$ cat config.mk
export PLATFORM = sky130hd
export DESIGN_NAME = nibble_serial_adder
export DESIGN_NICKNAME = d
export VERILOG_FILES = /design/src/rtl/nibble_serial_adder.sv
export SDC_FILE = /design/constraint.sdc
export NUM_CORES = 1
export LEC_CHECK = 0
export ABC_CLOCK_PERIOD_IN_PS = 6600
export BUFFER_PORTS_ARGS = -buffer_cell sky130_fd_sc_hd__buf_4
export CAP_MARGIN = 20
export CORE_MARGIN = 2
export CORE_UTILIZATION = 58
export CTS_BUF_LIST = sky130_fd_sc_hd__clkbuf_16
export CTS_CLUSTER_SIZE = 25
export DETAILED_ROUTE_END_ITERATION = 6
export PLACE_DENSITY = 0.84
export SLEW_MARGIN = 25
export SYNTH_ARGS = -nofsm -noshare
export SYNTH_HDL_FRONTEND = slang
export SYNTH_HIERARCHICAL = 1
export SYNTH_SLANG_ARGS = --single-unit
$ cat constraint.sdc
create_clock -name clk -period 6.6 [get_ports clk]
set_input_delay 1.32 -clock clk [delete_from_list [all_inputs] [get_ports clk]]
set_output_delay 1.32 -clock clk [all_outputs]
set_load 0.03 [all_outputs]
$ cat src/rtl/nibble_serial_adder.sv
// -----------------------------------------------------------------------------
// nibble_serial_adder
//
// Adds two WIDTH-bit operands using a single 4-bit ripple-carry slice. The
// slice handles one nibble per clock, and a registered carry links each nibble
// to the next. Operands arrive over a valid/ready handshake. The finished sum
// and carry-out leave over a second valid/ready handshake.
//
// Parameters:
//   WIDTH      operand/result width; must be a multiple of 4 and at least 8
//
// Ports:
//   clk        rising-edge clock
//   rst        asynchronous active-high reset
//   in_valid   operands a, b, cin are presented
//   in_ready   block is idle and will accept operands
//   a, b       WIDTH-bit operands
//   cin        carry into nibble 0
//   out_valid  sum/cout hold a finished result
//   out_ready  consumer takes the result
//   sum        registered WIDTH-bit sum
//   cout       registered carry out of the top nibble
//   busy       an operation is in progress or waiting to be taken
// -----------------------------------------------------------------------------

// -----------------------------------------------------------------------------
// four_bit_adder
//
// The team's 4-bit ripple-carry adder stage. It is purely combinational.
//
// Ports:
//   a, b   4-bit addends
//   cin    carry in
//   s      4-bit sum
//   cout   carry out of bit 3
// -----------------------------------------------------------------------------
module four_bit_adder (
    input  logic [3:0] a,
    input  logic [3:0] b,
    input  logic       cin,
    output logic [3:0] s,
    output logic       cout
);

    logic [4:0] c;

    assign c[0] = cin;

    for (genvar i = 0; i < 4; i++) begin : g_fa
        assign s[i]   = a[i] ^ b[i] ^ c[i];
        assign c[i+1] = (a[i] & b[i]) | (c[i] & (a[i] ^ b[i]));
    end

    assign cout = c[4];

endmodule

module nibble_serial_adder #(
    parameter int WIDTH = 16
) (
    input  logic             clk,
    input  logic             rst,
    input  logic             in_valid,
    output logic             in_ready,
    input  logic [WIDTH-1:0] a,
    input  logic [WIDTH-1:0] b,
    input  logic             cin,
    output logic             out_valid,
    input  logic             out_ready,
    output logic [WIDTH-1:0] sum,
    output logic             cout,
    output logic             busy
);

    localparam int NIB = WIDTH / 4;
    localparam int CW  = (NIB > 1) ? $clog2(NIB) : 1;
    localparam logic [CW-1:0] LAST_NIB = CW'(NIB - 1);

    typedef enum logic [1:0] {
        IDLE,
        ADD,
        DONE
    } state_t;

    state_t          state;
    logic [WIDTH-1:0] a_reg;
    logic [WIDTH-1:0] b_reg;
    logic [WIDTH-1:0] sum_reg;
    logic             carry_reg;
    logic             cout_reg;
    logic [CW-1:0]    nib_cnt;

    logic [3:0]       slice_a;
    logic [3:0]       slice_b;
    logic [3:0]       slice_s;
    logic             slice_c;

    // The bit offset of the current nibble is nib_cnt*4. Appending two zero
    // bits gives that offset directly, with no multiplier.
    always_comb begin
        slice_a = a_reg[{nib_cnt, 2'b00} +: 4];
        slice_b = b_reg[{nib_cnt, 2'b00} +: 4];
    end

    four_bit_adder u_slice (
        .a    (slice_a),
        .b    (slice_b),
        .cin  (carry_reg),
        .s    (slice_s),
        .cout (slice_c)
    );

    // Control and datapath share one sequential block. IDLE captures the
    // operands. ADD feeds one nibble per cycle through the slice and keeps the
    // carry in carry_reg, so a carry crosses at most one nibble per clock.
    // DONE holds the result until the consumer takes it.
    always_ff @(posedge clk or posedge rst) begin
        if (rst) begin
            state     <= IDLE;
            a_reg     <= '0;
            b_reg     <= '0;
            sum_reg   <= '0;
            carry_reg <= 1'b0;
            cout_reg  <= 1'b0;
            nib_cnt   <= '0;
        end else begin
            case (state)
                IDLE: begin
                    if (in_valid) begin
                        a_reg     <= a;
                        b_reg     <= b;
                        carry_reg <= cin;
                        nib_cnt   <= '0;
                        state     <= ADD;
                    end
                end
                ADD: begin
                    sum_reg[{nib_cnt, 2'b00} +: 4] <= slice_s;
                    carry_reg                      <= slice_c;
                    if (nib_cnt == LAST_NIB) begin
                        cout_reg <= slice_c;
                        state    <= DONE;
                    end else begin
                        nib_cnt <= nib_cnt + 1'b1;
                    end
                end
                DONE: begin
                    if (out_ready) begin
                        state <= IDLE;
                    end
                end
                default: begin
                    state <= IDLE;
                end
            endcase
        end
    end

    assign in_ready  = (state == IDLE);
    assign out_valid = (state == DONE);
    assign busy      = (state != IDLE);
    assign sum       = sum_reg;
    assign cout      = cout_reg;

endmodule

==> metrics <==
Leak 1.50 nW; post-route ant nets 0; worst hold path class reg2reg; Ant. Diodes 0; syn_nets 245; Req. time, crit path 6790 ps; clock skew 3.64 ps; WL per Instance 17.1 um; largest family of logic cells by synthesized area multiplexers; Vias 1750; Overall Global Routing Usage 0.220; Nets 299; synth unique cells 32; final hold vios 0; routed wire length 5220 um; Initial Util 0.608; area grow syn2layout 23.9%; share of the synthesized area in the top cell type 0.507; minimum clock period 3460 ps; Root Driver clkbuf_16; Crit path buffers/inverters 4; global-route wire length before repair 8740 um; Pins Over Slew Limit 0; CP Cell Sequence mux4_2, fa_1, inv_1, fa_1, inv_1, fa_1, inv_1, fa_1, inv_1, nand2_1, o32ai_1; vias per cell 5.72; maximum vdd ir drop 0.000278 V; status complete, no violations; Die Wd 71.8 um; Max-Cap Viols 0; Top Ports 57; Critical R2R Launch nib_cnt[0]; Reg-to-Reg End sum[11]; antenna violations before repair 0; gp weighted congestion 0.797; CTS tree built; die height 71.8 um; worst-margin pin slew 722 ps; CP max stage cell dfrtp_1; hpwl dp 3720 um; CTS Buf Count 5; crit path to sum[11]; critical-path maximum fanout 17; R2R setup slack 3140 ps; Post-Synth Adder-Cell Area 0.0535; worst setup path startpoint nib_cnt[0]; Hold-fix buffers, CTS 0; Syn Area/Cell 13.4 um2; # Post-CTS Setup Buffers 0; largest net degree at the start of global routing 55; Critical Path Stages 11; DR DRC count 0; dpl ws 3110 ps; most common cell after layout, fill and taps aside buf_4; cell family with most CP delay adder cells; most frequent cells in the layout buf_4 (57), dfrtp_1 (54), mux2_2 (31); worst skew pair latency 290 ps; area leader, netlist dfrtp_1; CTS H-tree depth 2; port bufs 56; WP data arrival 3650 ps; Pre-Repair DR Iteration Count 4; Reg clk slew, reported paths 70 ps; mux contribution to synthesized area 0.207; CTS sink cnt 54; Synth Area in Compound Gates 0.0840; Worst Slack Setup Final 3140 ps; share of layout cells above drive strength 1 0.453; fillcell total 281; RSZ-0062 raised after global routing false; post-route setup TNS 0 ps; vias in the first global route 1890; #FFs+latches synth 54; synth top area cells dfrtp_1 (51%), mux2_2 (13%), mux4_2 (6.8%); CP Class reg2reg; mapped cell area 2670 um2; post-synthesis sequential area ratio 0.507; Remaining Overflow, GRT 0; simple-gate share of the synthesized area 0.0906; Max Root-Sink Buffers 2; Worst slew margin 0.519; final cycle utilization of the critical path 0.524; achievable clock frequency 0.289 GHz; row cnt 24; crit end category register; Final setup viols 0; post-cts resize count 0; die area 5160 um2; XOR/XNOR Fraction of Synth Area 0; Critical Path Max Stage Delay 810 ps; Finished Core Util 0.753; Yosys warning total 6; Setup crit start kind register; core area 4380 um2; DRT iter0 DRCs 59; Worst R2R Path Depth 11; Mapped Cells 199; pwr dens 582 nW/um2
[power by group]
part	internal (mW)	switching [mW]
sequential	0.486	0.134
clock	0.216	0.114
combinational	0.452	0.522
total	1.15	0.770
[how the worst min path moves through the flow]
stage	from	endpoint	slack (ps)	depth (start not counted)
6_report	b_reg[5]	b_reg[5]	500	1
5_1_grt	b_reg[5]	b_reg[5]	520	1
4_1_cts	b_reg[5]	b_reg[5]	490	1
3_5_place_dp	b_reg[5]	b_reg[5]	480	1
3_3_place_gp	b_reg[5]	b_reg[5]	470	1
2_1_floorplan	b_reg[4]	b_reg[4]	450	1
[worst register-to-register path: stages, from the launching register on]
cell	delay, ps
dfrtp_1	810
mux4_2	620
fa_1	420
inv_1	70
fa_1	160
inv_1	50
fa_1	340
inv_1	80
fa_1	400
inv_1	130
nand2_1	60
o32ai_1	210
[logic make-up (layout without fill, tap and decap cells)]
kind of cell	Yosys count	in the layout
fa+ha+maj	9	9
buf+inv	37	92
mux	41	41
simple gates	36	36
flops	54	54
compound gates	22	22
[per-stage QoR]
step / hold WS, ps / power (mW) / instances / instance area (um2)
2_1_floorplan: 453 / 1.31 / 199 / 2670
6_report: 495 / 1.92 / 306 / 3300
3_5_place_dp: 478 / 1.60 / 298 / 3110
4_1_cts: 493 / 1.94 / 306 / 3300
5_1_grt: 517 / 2.04 / 306 / 3300
3_3_place_gp: 472 / 1.56 / 298 / 3110
[final cells by class]
type / instances / area, um2 / share of cell area
Timing Repair Buffer: 57 / 428 / 0.130
Tap cell: 52 / 65.1 / 0.0197
Clock buffer: 5 / 125 / 0.0379
Sequential cell: 54 / 1350 / 0.409
Inverter: 27 / 104 / 0.0314
Clock inverter: 3 / 63.8 / 0.0193
Multi-Input combinational cell: 108 / 1170 / 0.353
[cells in the mapped netlist (all sizes together)]
library cell	instances
and2	4
fa	4
nand4bb	2
o32ai	12
dfrtp	54
mux2	33
a32o	4
or4b	4
nand2b	3
o221a	1
nand3	2
a21oi	1
nor2b	2
o21ba	1
buf	7
inv	27
clkbuf	3
or2	1
nand2	12
o211ai	2
nor3b	2
nand3b	1
a21o	1
ha	5
mux4	8
and3b	3
[metal layers]
metal / wire length, um / track usage / share of wire
met1: 2160 / 0.279 / 0.41
met2: 2680 / 0.373 / 0.51
met3: 287 / 0.0506 / 0.055
met4: 100 / 0.0776 / 0.019
met5: 0 / 0 / 0
Power figures use the tool's default switching activity.
